==> config.mk <==
export PLATFORM = sky130hd
export DESIGN_NAME = turn_sequencer
export DESIGN_NICKNAME = d
export VERILOG_FILES = /design/src/rtl/turn_sequencer.sv
export SDC_FILE = /design/constraint.sdc
export NUM_CORES = 1
export LEC_CHECK = 0
export ABC_AREA = 1
export BUFFER_PORTS_ARGS = -buffer_cell sky130_fd_sc_hd__buf_4
export CAP_MARGIN = 5
export CELL_PAD_IN_SITES_DETAIL_PLACEMENT = 2
export CELL_PAD_IN_SITES_GLOBAL_PLACEMENT = 2
export CORE_MARGIN = 2
export CORE_UTILIZATION = 27
export DETAILED_ROUTE_END_ITERATION = 8
export GPL_TIMING_DRIVEN = 0
export MAX_ROUTING_LAYER = met4
export PLACE_DENSITY = 0.92
export SETUP_SLACK_MARGIN = 0.2
export SYNTH_ARGS = -nofsm -noshare
export SYNTH_HDL_FRONTEND = slang
export SYNTH_SLANG_ARGS = --single-unit
==> constraint.sdc <==
create_clock -name clk -period 3 [get_ports clk]
set_clock_uncertainty 0.2 [all_clocks]
set_input_delay 0.3 -clock clk [delete_from_list [all_inputs] [get_ports clk]]
set_output_delay 0.3 -clock clk [all_outputs]
set_load 0.03 [all_outputs]
==> src/rtl/turn_sequencer.sv <==
// turn_sequencer: game-flow controller. Runs the initial deal, rotates turns
// around the board ring and picks a random undrawn card for each local draw.
module turn_sequencer #(
  parameter int unsigned NUM_PLAYERS = 2,
  parameter int unsigned PLAYER      = 0,
  parameter int unsigned INIT_DRAW   = 14,
  parameter int unsigned DECK_SIZE   = 106,
  parameter logic [15:0] LFSR_SEED   = 16'hACE1,
  localparam int unsigned CW = $clog2(DECK_SIZE),
  localparam int unsigned PW = (NUM_PLAYERS > 1) ? $clog2(NUM_PLAYERS) : 1
) (
  input  logic                 clk,
  input  logic                 rst,
  input  logic                 interboard_rst,
  input  logic                 start_game,
  input  logic                 done_and_next,
  input  logic                 draw_and_next,
  input  logic [DECK_SIZE-1:0] available_card,
  input  logic                 rx_valid,
  input  logic [3:0]           rx_msg_type,
  input  logic                 tx_ready,
  output logic                 ctrl_en,
  output logic [3:0]           ctrl_msg_type,
  output logic [CW-1:0]        ctrl_card,
  output logic [PW-1:0]        cur_player,
  output logic                 my_turn,
  output logic                 deal_done,
  output logic                 can_draw
);

  localparam int unsigned MW = $clog2(DECK_SIZE + 1);
  localparam int unsigned DW = ($clog2(INIT_DRAW + 1) > 0) ? $clog2(INIT_DRAW + 1) : 1;

  localparam logic [3:0] MSG_DRAW = 4'd4;
  localparam logic [3:0] MSG_TURN = 4'd7;

  localparam logic [2:0] S_IDLE      = 3'd0;
  localparam logic [2:0] S_DEAL      = 3'd1;
  localparam logic [2:0] S_PICK_LOAD = 3'd2;
  localparam logic [2:0] S_PICK_SCAN = 3'd3;
  localparam logic [2:0] S_SEND_DRAW = 3'd4;
  localparam logic [2:0] S_SEND_TURN = 3'd5;
  localparam logic [2:0] S_REMOTE    = 3'd6;
  localparam logic [2:0] S_MY_TURN   = 3'd7;

  logic [2:0]    state, state_d;
  logic [PW-1:0] cur_d;
  logic [DW-1:0] dealt, dealt_d;
  logic          deal_done_d;
  logic [CW-1:0] idx, idx_d;
  logic [MW-1:0] miss, miss_d;
  logic [15:0]   lfsr;

  logic          wrap;
  logic [PW-1:0] cur_adv;
  logic [CW-1:0] idx_raw, idx_load, idx_inc;

  logic          ctrl_en_d;
  logic [3:0]    ctrl_msg_type_d;
  logic [CW-1:0] ctrl_card_d;
  logic          my_turn_d;
  logic          can_draw_d;

  // Random source; free-running, only the hard reset reseeds it
  always_ff @(posedge clk or negedge rst) begin
    if (!rst) begin
      lfsr <= LFSR_SEED;
    end else begin
      lfsr <= {lfsr[14:0], lfsr[15] ^ lfsr[13] ^ lfsr[12] ^ lfsr[10]};
    end
  end

  // Turn-advance and card-index helpers
  always_comb begin
    wrap     = (cur_player == PW'(NUM_PLAYERS - 1));
    cur_adv  = wrap ? '0 : cur_player + PW'(1);
    idx_raw  = lfsr[CW-1:0];
    idx_load = ({1'b0, idx_raw} >= (CW+1)'(DECK_SIZE))
             ? CW'({1'b0, idx_raw} - (CW+1)'(DECK_SIZE)) : idx_raw;
    idx_inc  = (idx == CW'(DECK_SIZE - 1)) ? '0 : idx + CW'(1);
  end

  // Next-state, datapath and registered-output decode
  always_comb begin
    state_d     = state;
    cur_d       = cur_player;
    dealt_d     = dealt;
    deal_done_d = deal_done;
    idx_d       = idx;
    miss_d      = miss;

    case (state)
      S_IDLE: begin
        if (start_game) begin
          state_d     = S_DEAL;
          cur_d       = '0;
          dealt_d     = '0;
          deal_done_d = 1'b0;
        end
      end
      S_DEAL: begin
        if (cur_player == PW'(PLAYER)) begin
          state_d = (dealt >= DW'(INIT_DRAW)) ? S_SEND_TURN : S_PICK_LOAD;
        end else begin
          state_d = S_REMOTE;
        end
      end
      S_REMOTE: begin
        if (rx_valid && (rx_msg_type == MSG_TURN)) begin
          cur_d = cur_adv;
          if (wrap && !deal_done) deal_done_d = 1'b1;
          if (deal_done_d) begin
            state_d = (cur_adv == PW'(PLAYER)) ? S_MY_TURN : S_REMOTE;
          end else begin
            state_d = S_DEAL;
          end
        end
      end
      S_MY_TURN: begin
        if (draw_and_next) begin
          state_d = S_PICK_LOAD;
        end else if (done_and_next) begin
          state_d = S_SEND_TURN;
        end
      end
      S_PICK_LOAD: begin
        idx_d   = idx_load;
        miss_d  = '0;
        state_d = S_PICK_SCAN;
      end
      S_PICK_SCAN: begin
        if (miss == MW'(DECK_SIZE)) begin
          state_d = S_SEND_TURN;
        end else if (available_card[idx]) begin
          state_d = S_SEND_DRAW;
        end else begin
          idx_d  = idx_inc;
          miss_d = miss + MW'(1);
        end
      end
      S_SEND_DRAW: begin
        if (tx_ready) begin
          if (!deal_done) begin
            dealt_d = dealt + DW'(1);
            state_d = S_DEAL;
          end else begin
            state_d = S_SEND_TURN;
          end
        end
      end
      S_SEND_TURN: begin
        if (tx_ready) begin
          cur_d = cur_adv;
          if (wrap && !deal_done) begin
            deal_done_d = 1'b1;
            dealt_d     = '0;
          end
          if (deal_done_d) begin
            state_d = (cur_adv == PW'(PLAYER)) ? S_MY_TURN : S_REMOTE;
          end else begin
            state_d = S_DEAL;
          end
        end
      end
      default: state_d = S_IDLE;
    endcase

    // Soft reset overrides everything, including an open handshake
    if (interboard_rst) begin
      state_d     = S_IDLE;
      cur_d       = '0;
      dealt_d     = '0;
      deal_done_d = 1'b0;
      idx_d       = '0;
      miss_d      = '0;
    end

    ctrl_en_d       = (state_d == S_SEND_DRAW) || (state_d == S_SEND_TURN);
    ctrl_msg_type_d = (state_d == S_SEND_DRAW) ? MSG_DRAW :
                      (state_d == S_SEND_TURN) ? MSG_TURN : 4'd0;
    ctrl_card_d     = (state_d == S_SEND_DRAW) ? idx_d : '0;
    my_turn_d       = (state_d == S_MY_TURN);
    can_draw_d      = my_turn_d && (|available_card);
  end

  // State, datapath and output registers
  always_ff @(posedge clk or negedge rst) begin
    if (!rst) begin
      state         <= S_IDLE;
      cur_player    <= '0;
      dealt         <= '0;
      deal_done     <= 1'b0;
      idx           <= '0;
      miss          <= '0;
      ctrl_en       <= 1'b0;
      ctrl_msg_type <= 4'd0;
      ctrl_card     <= '0;
      my_turn       <= 1'b0;
      can_draw      <= 1'b0;
    end else begin
      state         <= state_d;
      cur_player    <= cur_d;
      dealt         <= dealt_d;
      deal_done     <= deal_done_d;
      idx           <= idx_d;
      miss          <= miss_d;
      ctrl_en       <= ctrl_en_d;
      ctrl_msg_type <= ctrl_msg_type_d;
      ctrl_card     <= ctrl_card_d;
      my_turn       <= my_turn_d;
      can_draw      <= can_draw_d;
    end
  end

endmodule

==> impl_metrics.tcl <==
set metrics [dict create \
    status "finished, final reports clean" \
    p_switching_mw 2.52 \
    antenna_found_initial 0 \
    synth.avg_cell_area_um2 6.28 \
    ir_drop_v 0.000314 \
    synth.most_common_cell "nand2_1" \
    ys_types 35 \
    grt_pass1_vias 5782 \
    synth_compound_area_share_pct 10.4 \
    first_iter_violations 245 \
    synthToLayoutAreaGrowth_pct 38.2 \
    post_route_cells_drive_above_1_share_pct 26.0 \
    synth_cells 676 \
    hold_slack_ns 0.0476 \
    final_core_utilization_pct 38.5 \
    clkSinkCount 50 \
    path_class "flop to flop" \
    globalplace.congestion 0.820 \
    wl_um 20000 \
    hp-class "input pin to flop" \
    power_density_mw_per_mm2 822 \
    io_buffers 132 \
    critPathBufInv 4 \
    max-clock-path-buffers 2 \
    critPathLaunchType "flop" \
    setup_viol 0 \
    cts_tree "yes" \
    vias_per_cell 5.03 \
    yosys.area_share.adder_pct 2.06 \
    tns_ns 0 \
    io_pins 134 \
    synth_xor_area_share_pct 2.47 \
    cp_common_cell "nand2_1" \
    combinationalPowerShare_pct 67.6 \
    rows 45 \
    yosys_warnings 0 \
    cp.required_ns 3.02 \
    place_hpwl_um 15400 \
    layout_min_cycle_time_ns 2.77 \
    worstMarginPinSlew_ns 0.671 \
    clockPowerShare_pct 14.0 \
    grt_first_pass_wirelength_um 30100 \
    p_int_mw 2.31 \
    p_leak_nw 3.05 \
    cp_max_fo 7 \
    core_mm2 0.0153 \
    dieArea_mm2 0.0167 \
    synthFlopType "dfrtp_1" \
    yosys.area_share.simple_pct 42.5 \
    yosys-top-cells-count "nand2_1 (173), inv_1 (95), nor2_1 (82)" \
    root_buffer "clkbuf_16" \
    start_util_pct 27.8 \
    synth.cell_area_mm2 0.00425 \
    rsz0062_at_grt "true" \
    grt_max_degree 51 \
    crit_chain "buf_8, buf_12, nand2_1, nand3_1, nand2_1, nand2_1, nand2_1, inv_1, nand2_1, nand2_1, nand2_1, inv_1, nand2_2, nand2_4, nand3_4, nand2_1, nand2_1, nand2_2, nor2_4, nand2_4, nor2_1" \
    async_flop_share_pct 100 \
    swShare_pct 52.2 \
    post_drt_wl_per_cell_um 19.3 \
    nets 948 \
    synth-seq-cells 50 \
    finalMaxSlewViolations 0 \
    grt_overflow 0 \
    drt-pass1-iter-count 4 \
    synth_edf_count 0 \
    detail-route-antenna-nets 0 \
    slew_headroom_pct 55.2 \
    h-tree-depth 2 \
    arrival_ns 2.79 \
    die_x_um 129 \
    finalHoldViolations 0 \
    cts_buffers 5 \
    synthMuxAreaShare_pct 0 \
    route.vias.total 5208 \
    clock_latency_ns 0.30 \
    finalPower_mw 4.83 \
    drv_cap 0 \
    synthTopCellsByArea "dfrtp_1 (25%), nand2_1 (15%), nand3_1 (9.1%)" \
    max_freq_mhz 361 \
    die_h_um 129 \
    path_delay_family "simple AND/OR/NAND/NOR gates" \
    clk_pin_slew_ns 0.07 \
    synth_top_family_by_area "simple AND/OR/NAND/NOR gates" \
    pwr-share-seq_pct 18.4 \
    min_period_over_period_pct 92.4 \
    filler_cell_count 1878 \
    globalRouteTotalUtil_pct 23.4 \
    drc_errors 0 \
    end_kind "flop" \
    yosysSeqAreaShare_pct 29.7 \
    num_antenna_cells 0 \
    crit_path_max_incr_delay_ns 0.49 \
    synth_area_leader_cell "dfrtp_1" \
    critPathSlowestCell "dfrtp_2" \
    synth_top_area_share_pct 24.7 \
    syn_nets 801 \
]
==> per-layer routing <==
layer,vias up,track usage (%),part of all wire [%]
met5,-,-,0
met4,0,7.08,2.8
met3,41,2.60,4.8
met2,149,43.6,52
met1,2540,26.1,41
li1,2478,-,-
==> cell usage in the layout (no fill, tap or decap), drive strengths merged <==
cell type / netlist / routed
o22ai: 1 / 1
nand3: 78 / 78
clkbuf: 3 / 10
nand4: 15 / 15
conb: 1 / 1
dfstp: 8 / 8
a41oi: 1 / 1
nor4: 23 / 23
dlygate4sd3: 0 / 1
o211ai: 4 / 4
clkinv: 0 / 1
a31oi: 6 / 6
or2: 1 / 1
bufinv: 0 / 1
inv: 100 / 100
nor2: 85 / 85
buf: 22 / 159
a21oi: 18 / 18
o311ai: 1 / 1
nor3: 13 / 13
ha: 7 / 7
xor2: 7 / 7
nand3b: 3 / 3
o21ai: 48 / 48
xnor2: 5 / 5
clkinvlp: 0 / 1
nand2: 182 / 182
dfrtp: 42 / 42
o31ai: 2 / 2
==> sequential cells by signal (all words and copies together) (netlist names) <==
register,cells
lfsr,16
ctrl_msg_type,1
miss,7
can_draw,1
ctrl_en,1
dealt,4
state,3
idx,7
my_turn,1
ctrl_card,7
deal_done,1
cur_player,1
==> power groups by stage <==
stage	combinational [mW]	clock (mW)	sequential (mW)
final	3.26	0.676	0.886
after global routing	3.60	0.717	0.896
after CTS	2.91	0.685	0.869
after detailed placement	2.85	0	0.878
after global placement	2.68	0	0.865
after floorplan	1.88	0	0.872
==> per-stage QoR <==
stage	setup WS [ns]	instances	area, µm²
after CTS	0.206	1028	5700
after global routing	0.0341	1035	5870
after detailed placement	0.0328	1019	5500
final	0.227	1035	5870
after global placement	0.163	1019	5500
after floorplan	0.786	676	4250
==> worst register-to-register path, delay by kind of cell, from the launching register on <==
kind	cells	cell delay (ns)
buffers and inverters	4	0.39
flip-flops	1	0.49
AND/OR/NAND/NOR	17	1.63
==> worst paths after layout <==
check / from / endpoint / slack, ns / depth (start not counted)
setup / recovery: idx[0]$_DFF_PN0_ / ctrl_card[5]$_DFF_PN0_ / 0.23 / 21
hold / removal: interboard_rst / state[1]$_DFF_PN0_ / 0.05 / 2
setup reg to reg: idx[0]$_DFF_PN0_ / ctrl_card[5]$_DFF_PN0_ / 0.23 / 21
hold reg to reg: lfsr[14]$_DFF_PN0_ / lfsr[15]$_DFF_PN1_ / 0.16 / 0
max in group asynchronous: rst / idx[1]$_DFF_PN0_ / 1.73 / 2
min in group asynchronous: rst / miss[3]$_DFFE_PN0P_ / 0.37 / 2
==> timing repair <==
| action | CTS | global route |
|---|---|---|
| resized for setup | 9 | 34 |
| setup buffers | 0 | 7 |
| pin swaps | 0 | 3 |
| endpoints found under the setup margin | 19 | 23 |
| hold buffers | 1 | 0 |
| hold endpoints to repair | 42 | 0 |
==> final cells by class <==
type | count | area [µm²] | share of cell area, %
buffer | 25 | 209 | 3.56
clock buffer | 5 | 125 | 2.13
clock inverter | 3 | 48.8 | 0.831
inverter | 100 | 385 | 6.57
multi-input combinational | 501 | 2510 | 42.7
sequential | 50 | 1260 | 21.5
tap | 211 | 264 | 4.50
timing repair buffer | 140 | 1070 | 18.2
==> kinds of logic after synthesis <==
kind of cell               count (synthesis)
DFF                                       50
other                                      1
buffers and inverters                    125
adders and majority gates                  7
AOI/OAI and AO/OA                         81
xor gates and xnor gates                  12
and+or+nand+nor                          400
No activity file was read; power rests on OpenSTA's default activity.
